===== config.mk =====
export PLATFORM = sky130hd
export DESIGN_NAME = id_ex_dual_issue_reg
export DESIGN_NICKNAME = d
export VERILOG_FILES = /design/src/rtl/riscv_superscalar_pkg.sv /design/src/rtl/intra_bundle_dep_check.sv /design/src/rtl/id_ex_dual_issue_reg.sv
export SDC_FILE = /design/constraint.sdc
export NUM_CORES = 1
export LEC_CHECK = 0
export ABC_AREA = 1
export ABC_CLOCK_PERIOD_IN_PS = 1800
export CAP_MARGIN = 20
export CORE_AREA = 2 2 250 252
export CTS_CLUSTER_SIZE = 14
export DETAILED_ROUTE_END_ITERATION = 12
export DIE_AREA = 0 0 252 254
export GPL_TIMING_DRIVEN = 0
export HOLD_SLACK_MARGIN = 0.02
export PLACE_DENSITY = 0.66
export SYNTH_ARGS = -nofsm -noshare
export SYNTH_HDL_FRONTEND = slang
export SYNTH_SLANG_ARGS = --single-unit

===== constraint.sdc =====
create_clock -name clk -period 1.8 [get_ports clk]
set_clock_uncertainty 0.1 [all_clocks]
set_input_delay 0.36 -clock clk [delete_from_list [all_inputs] [get_ports clk]]
set_output_delay 0.36 -clock clk [all_outputs]
set_load 0.02 [all_outputs]

===== src/rtl/riscv_superscalar_pkg.sv =====
// Shared types and constants for the dual-issue decode/execute slice.
// Provides the per-lane instruction bundle carried through the ID/EX register,
// the issue-state encoding used by the split FSM, and the datapath widths.
package riscv_superscalar_pkg;

  localparam int XLEN       = 32;
  localparam int REG_ADDR_W = 5;
  localparam int OP_W       = 5;
  localparam int CTRL_W     = 8;
  localparam int LANES      = 2;

  // PASS: bundles flow straight through.
  // HOLD: lane1 of a split bundle waits in the hold entry.
  typedef enum logic {
    PASS = 1'b0,
    HOLD = 1'b1
  } issue_state_e;

  // Everything execute needs for one instruction, moved as a single unit so
  // that a held instruction keeps exactly what decode produced for it.
  typedef struct packed {
    logic [XLEN-1:0]       pc;
    logic [XLEN-1:0]       imm;
    logic [XLEN-1:0]       rs1_data;
    logic [XLEN-1:0]       rs2_data;
    logic [REG_ADDR_W-1:0] rs1_addr;
    logic [REG_ADDR_W-1:0] rs2_addr;
    logic [REG_ADDR_W-1:0] rd_addr;
    logic                  rs1_used;
    logic                  rs2_used;
    logic                  rd_we;
    logic [OP_W-1:0]       op_code;
    logic [CTRL_W-1:0]     ctrl;
  } lane_bundle_t;

endpackage


===== src/rtl/intra_bundle_dep_check.sv =====
// Combinational read-after-write detector inside one decode bundle.
// Ports:
//   valid        lane valids of the incoming bundle (lane0 = older)
//   lane0_rd_*   destination of the older instruction
//   lane1_rs*    sources of the younger instruction and whether they are read
//   dep          1 when lane1 must not issue in the same cycle as lane0
module intra_bundle_dep_check
  import riscv_superscalar_pkg::*;
(
  input  logic [LANES-1:0]      valid,
  input  logic [REG_ADDR_W-1:0] lane0_rd_addr,
  input  logic                  lane0_rd_we,
  input  logic [REG_ADDR_W-1:0] lane1_rs1_addr,
  input  logic                  lane1_rs1_used,
  input  logic [REG_ADDR_W-1:0] lane1_rs2_addr,
  input  logic                  lane1_rs2_used,
  output logic                  dep
);

  logic rs1_hit;
  logic rs2_hit;

  // x0 is hardwired to zero, so a write to it never feeds lane1.
  always_comb begin
    rs1_hit = lane1_rs1_used && (lane1_rs1_addr == lane0_rd_addr);
    rs2_hit = lane1_rs2_used && (lane1_rs2_addr == lane0_rd_addr);
    dep     = (valid == 2'b11) && lane0_rd_we && (lane0_rd_addr != '0) &&
              (rs1_hit || rs2_hit);
  end

endmodule


===== src/rtl/id_ex_dual_issue_reg.sv =====
// Dual-lane decode->execute pipeline register with bundle splitting.
// Ports:
//   clk, rst_n          clock and asynchronous active-low reset
//   flush               kills the registered bundle and any held instruction
//   dec_valid/dec_ready decode-side handshake (lane0 = older instruction)
//   dec_*               per-lane decoded payload
//   ex_valid/ex_ready   execute-side handshake, registered slot valids
//   ex_*                per-lane registered payload, zero for invalid slots
// When lane1 reads the register lane0 writes, lane0 issues alone and lane1 is
// parked in a hold entry, issuing next cycle from slot 0.
module id_ex_dual_issue_reg
  import riscv_superscalar_pkg::*;
(
  input  logic                              clk,
  input  logic                              rst_n,
  input  logic                              flush,
  input  logic [LANES-1:0]                  dec_valid,
  output logic                              dec_ready,
  input  logic [LANES-1:0][XLEN-1:0]        dec_pc,
  input  logic [LANES-1:0][XLEN-1:0]        dec_imm,
  input  logic [LANES-1:0][XLEN-1:0]        dec_rs1_data,
  input  logic [LANES-1:0][XLEN-1:0]        dec_rs2_data,
  input  logic [LANES-1:0][REG_ADDR_W-1:0]  dec_rs1_addr,
  input  logic [LANES-1:0][REG_ADDR_W-1:0]  dec_rs2_addr,
  input  logic [LANES-1:0][REG_ADDR_W-1:0]  dec_rd_addr,
  input  logic [LANES-1:0]                  dec_rs1_used,
  input  logic [LANES-1:0]                  dec_rs2_used,
  input  logic [LANES-1:0]                  dec_rd_we,
  input  logic [LANES-1:0][OP_W-1:0]        dec_op_code,
  input  logic [LANES-1:0][CTRL_W-1:0]      dec_ctrl,
  output logic [LANES-1:0]                  ex_valid,
  input  logic                              ex_ready,
  output logic [LANES-1:0][XLEN-1:0]        ex_pc,
  output logic [LANES-1:0][XLEN-1:0]        ex_imm,
  output logic [LANES-1:0][XLEN-1:0]        ex_rs1_data,
  output logic [LANES-1:0][XLEN-1:0]        ex_rs2_data,
  output logic [LANES-1:0][REG_ADDR_W-1:0]  ex_rs1_addr,
  output logic [LANES-1:0][REG_ADDR_W-1:0]  ex_rs2_addr,
  output logic [LANES-1:0][REG_ADDR_W-1:0]  ex_rd_addr,
  output logic [LANES-1:0]                  ex_rs1_used,
  output logic [LANES-1:0]                  ex_rs2_used,
  output logic [LANES-1:0]                  ex_rd_we,
  output logic [LANES-1:0][OP_W-1:0]        ex_op_code,
  output logic [LANES-1:0][CTRL_W-1:0]      ex_ctrl
);

  issue_state_e                 state_q, state_d;
  logic [LANES-1:0]             ex_valid_q, ex_valid_d;
  lane_bundle_t [LANES-1:0]     slot_q, slot_d;
  lane_bundle_t                 hold_q, hold_d;
  lane_bundle_t [LANES-1:0]     lane_in;
  logic                         adv;
  logic                         accept;
  logic                         dep;

  // Gather the flat decode ports into per-lane bundles.
  always_comb begin
    for (int i = 0; i < LANES; i++) begin
      lane_in[i].pc       = dec_pc[i];
      lane_in[i].imm      = dec_imm[i];
      lane_in[i].rs1_data = dec_rs1_data[i];
      lane_in[i].rs2_data = dec_rs2_data[i];
      lane_in[i].rs1_addr = dec_rs1_addr[i];
      lane_in[i].rs2_addr = dec_rs2_addr[i];
      lane_in[i].rd_addr  = dec_rd_addr[i];
      lane_in[i].rs1_used = dec_rs1_used[i];
      lane_in[i].rs2_used = dec_rs2_used[i];
      lane_in[i].rd_we    = dec_rd_we[i];
      lane_in[i].op_code  = dec_op_code[i];
      lane_in[i].ctrl     = dec_ctrl[i];
    end
  end

  intra_bundle_dep_check u_dep_check (
    .valid          (dec_valid),
    .lane0_rd_addr  (dec_rd_addr[0]),
    .lane0_rd_we    (dec_rd_we[0]),
    .lane1_rs1_addr (dec_rs1_addr[1]),
    .lane1_rs1_used (dec_rs1_used[1]),
    .lane1_rs2_addr (dec_rs2_addr[1]),
    .lane1_rs2_used (dec_rs2_used[1]),
    .dep            (dep)
  );

  // The output register may load when it is empty or execute is taking it.
  assign adv    = (ex_valid_q == '0) || ex_ready;
  assign accept = (dec_valid != '0) && dec_ready;

  // Output process: decode is only accepted in PASS, never during reset or
  // during a flush cycle.
  always_comb begin
    dec_ready = rst_n && !flush && (state_q == PASS) && adv;
  end

  // Next-state process.
  always_comb begin
    state_d = state_q;
    if (flush) begin
      state_d = PASS;
    end else begin
      case (state_q)
        PASS: if (accept && dep) state_d = HOLD;
        HOLD: if (adv) state_d = PASS;
      endcase
    end
  end

  // Datapath: slots are zeroed whenever they are not valid so execute never
  // sees stale payload behind a cleared valid bit.
  always_comb begin
    ex_valid_d = ex_valid_q;
    slot_d     = slot_q;
    hold_d     = hold_q;
    if (flush) begin
      ex_valid_d = '0;
      slot_d     = '0;
      hold_d     = '0;
    end else if (state_q == HOLD) begin
      if (adv) begin
        slot_d[0]  = hold_q;
        slot_d[1]  = '0;
        ex_valid_d = 2'b01;
        hold_d     = '0;
      end
    end else if (adv) begin
      if (accept && dep) begin
        slot_d[0]  = lane_in[0];
        slot_d[1]  = '0;
        ex_valid_d = 2'b01;
        hold_d     = lane_in[1];
      end else if (accept) begin
        for (int i = 0; i < LANES; i++) begin
          slot_d[i] = dec_valid[i] ? lane_in[i] : '0;
        end
        ex_valid_d = dec_valid;
      end else begin
        ex_valid_d = '0;
        slot_d     = '0;
      end
    end
  end

  // State register, output slots and hold entry.
  always_ff @(posedge clk or negedge rst_n) begin
    if (!rst_n) begin
      state_q    <= PASS;
      ex_valid_q <= '0;
      slot_q     <= '0;
      hold_q     <= '0;
    end else begin
      state_q    <= state_d;
      ex_valid_q <= ex_valid_d;
      slot_q     <= slot_d;
      hold_q     <= hold_d;
    end
  end

  // Spread the registered slots back onto the flat execute ports.
  always_comb begin
    ex_valid = ex_valid_q;
    for (int i = 0; i < LANES; i++) begin
      ex_pc[i]       = slot_q[i].pc;
      ex_imm[i]      = slot_q[i].imm;
      ex_rs1_data[i] = slot_q[i].rs1_data;
      ex_rs2_data[i] = slot_q[i].rs2_data;
      ex_rs1_addr[i] = slot_q[i].rs1_addr;
      ex_rs2_addr[i] = slot_q[i].rs2_addr;
      ex_rd_addr[i]  = slot_q[i].rd_addr;
      ex_rs1_used[i] = slot_q[i].rs1_used;
      ex_rs2_used[i] = slot_q[i].rs2_used;
      ex_rd_we[i]    = slot_q[i].rd_we;
      ex_op_code[i]  = slot_q[i].op_code;
      ex_ctrl[i]     = slot_q[i].ctrl;
    end
  end

endmodule


==> reports/metrics.cfg <==
[run_status]
outcome=finished with violations
failed_checks=hold timing, setup timing

[die]
start_util=0.359
dieArea_mm2=0.0640
dieHeight_um=254
pin_count=645
core_mm2=0.0613
die_x_um=252
row_count=91

[sta]
slew_violations=0
hold_viol=168
setup_ws_ns=-0.365
slew_headroom=0.473
hold_slack_ns=-0.442
tightestPinTransition_ns=0.791
rsz0062_at_grt=yes
post-route-min-period_ns=2.17
finalCritPeriodShare=1.20
finalSetupViolCount=736
clock.fmax_mhz=462

[power]
vdd_ir_drop_max_mv=0.678
p_int_mw=19.4
clockPowerShare=0.431
p_total_mw=26.2
p_comb_frac=0.130
power_leakage_nw=16.7
powerDensity_mw_per_mm2=776
seqPwrFrac=0.439
p_sw_mw=6.86
power_switching_share=0.262

[clock_network]
clk_pin_slew_ns=0.06
h-tree-depth=2
clock_latency_ns=0.60
clock-sinks=480
cts_tree=built
numCtsBuffers=55
clockBufferDepth=3
cts_root_buffer=clkbuf_16

[layout]
multi_input_area_mm2=0.00955
seq_area_mm2=0.0120
layout_commonest_cell=nand2_1
final_nets=3779
final_cell_mix=nand2_1, clkdlybuf4s50_1, dfrtp_1
area_delta_synth_final_pct=53.9
layout-drive-gt1-share=0.153
design_area_mm2=0.0338
fillCellCount=5553

[yosys]
synth_mux_area_frac=0
synthCells=2691
synthSimpleGateAreaFrac=0.302
yosysWarningCount=0
ys_seq_area_frac=0.547
yosys.area_share.adder=0
syn_avg_cell_area_um2=8.16
synth_fp_nets=3015
syn_area_mm2=0.0220
synth_top_family_by_area=simple AND/OR/NAND/NOR gates
synth_seq_cells=480
synth_xor_area_frac=0
netlist-cell-type-count=26
synth-compound-area-share=0.101

[worst_setup_path]
cp_num_cells=12
crit_type=register to register
worstSetupEndpoint=hold_q[93]
r2r_cells=12
endpoint_kind=register
critPathBufInv=3
reg2reg_from=ex_valid[0]
critical_path.cell_chain=o21bai_4 > nand2_2 > inv_2 > nand2_4 > nor2_4 > nand2_4 > nand2_8 > nand2_8 > buf_16 > clkbuf_16 > nand2_2 > nand2_1
reg2reg_setup_slack_ns=-0.37
max_stage_delay_ns=0.47
cp_max_fo=8
required_ns=2.18
startpoint=ex_valid[0]
cp_slowest_cell=dfrtp_2
reg2reg_to=hold_q[93]
cp_top_family=simple AND/OR/NAND/NOR gates
critPathArrivalTime_ns=2.55
cp-start-kind=register

[global_routing]
overflow=0
antenna_found_initial=13
grt_max_degree=100
grt_first_pass_wirelength_mm=133
grt_pass1_vias=20902
grt_usage=0.277

[placement]
pre_cts_ws_ns=-1.93
place_area_mm2=0.0296
place_congestion=0.912
dp_hpwl_mm=67.2
port-buffer-count=642

[route]
initialDrtViolationCount=1790
finalWirelength_mm=92.8
wl_per_cell_um=21.6
via_count=22044
routed.top_layer=met5
dr.pass1.iters=5
drt-met1-wl_mm=39.1
wl_met3_mm=6.44
ant_nets=0
post-route-drc-count=0
met2_wirelength_mm=43.8
viasPerCell=5.12

[job]
max_cap_viol_count=0

[min_path]
hold_path.class=primary input to asynchronous set/reset pin

==> Yosys cell counts <==
master	count	share of area
a21o_1	1	0.00034
a21oi_1	1	0.00023
a22o_1	159	0.063
a22oi_1	1	0.00034
and3_1	1	0.00029
buf_1	9	0.0015
buf_2	39	0.0089
buf_4	13	0.0044
buf_6	12	0.0062
clkbuf_1	150	0.026
clkbuf_2	1	0.00023
clkinv_1	1	0.00017
dfrtp_1	480	0.55
inv_1	18	0.0031
inv_2	3	0.00051
nand2_1	1144	0.20
nand2_2	1	0.00029
nand2_4	3	0.0015
nand3_1	320	0.073
nand3b_4	1	0.00091
nand4_1	1	0.00029
nor2_1	171	0.029
nor2_4	1	0.00051
o21ai_0	157	0.036
o21ai_1	2	0.00046
o21bai_1	1	0.00034
==> worst min-delay path by stage <==
| stage | from | end | slack [ns] |
|---|---|---|---|
| finish | rst_n | ex_rs1_data[10] | -0.44 |
| global route | rst_n | ex_rs1_data[10] | -0.44 |
| CTS | rst_n | ex_rs1_data[10] | -0.46 |
| detailed placement | rst_n | ex_rs1_data[10] | 0.27 |
| global placement | hold_q[17] | hold_q[17] | 0.35 |
| floorplan | rst_n | ex_ctrl[0] | -0.04 |
==> stage by stage <==
| stage | setup TNS, ns | utilization | hold WS, ns | instances |
|---|---|---|---|---|
| 4_1_cts | -173.85 | 0.532 | -0.464 | 4263 |
| 3_3_place_gp | - | 0.480 | 0.354 | 4123 |
| 2_1_floorplan | -7.22 | - | -0.0356 | 2691 |
| 3_5_place_dp | -718.38 | 0.483 | 0.271 | 4132 |
| 5_1_grt | -210.75 | 0.552 | -0.443 | 4299 |
| 6_report | -166.96 | 0.552 | -0.442 | 4302 |
==> metal layers <==
metal	up-vias	track usage
li1	10378	-
met5	-	0
met3	189	0.0542
met1	10620	0.368
met2	851	0.447
met4	6	0.104
==> registers in the layout, indices dropped and copies added (netlist names) <==
register / flops
ex_rd_addr: 10
ex_rs1_addr: 10
ex_rs1_data: 64
ex_valid: 2
hold_q: 159
ex_op_code: 10
ex_imm: 64
ex_pc: 64
ex_rs1_used: 2
ex_rs2_data: 64
ex_rd_we: 2
ex_rs2_addr: 10
ex_ctrl: 16
ex_rs2_used: 2
state_q: 1
==> what timing repair did <==
item                                   in CTS  in global routing
pin swaps                                  27                 40
setup endpoints to repair                 801                748
hold buffers                                3                  1
endpoints found under the hold margin     162                 95
buffers inserted                           14                 15
gates resized for setup                   380                326
cloned                                     12                 14
==> cell families after synthesis <==
| group | Yosys count |
|---|---|
| simple gates | 1643 |
| compound gates | 322 |
| flops | 480 |
| buf+inv | 246 |
==> cell type report <==
cell class / instances / area share
repair buffers: 708 / 0.228
clock inverters: 19 / 0.00337
inverters: 22 / 0.00259
diodes: 11 / 0.000814
multi-input cells: 1965 / 0.282
flip-flops and latches: 480 / 0.355
clock buffers: 84 / 0.0511
plain buffers: 223 / 0.0473
well taps: 790 / 0.0292
==> power by group through the flow <==
stage	sequential [mW]	clock, mW	combinational (mW)
6_report	11.5	11.3	3.41
5_1_grt	11.5	11.9	3.69
4_1_cts	11.5	11.5	3.18
3_5_place_dp	11.7	0	3.04
3_3_place_gp	11.7	0	2.95
2_1_floorplan	11.7	0	1.16
Note: power is estimated with default switching activity, not from simulation.
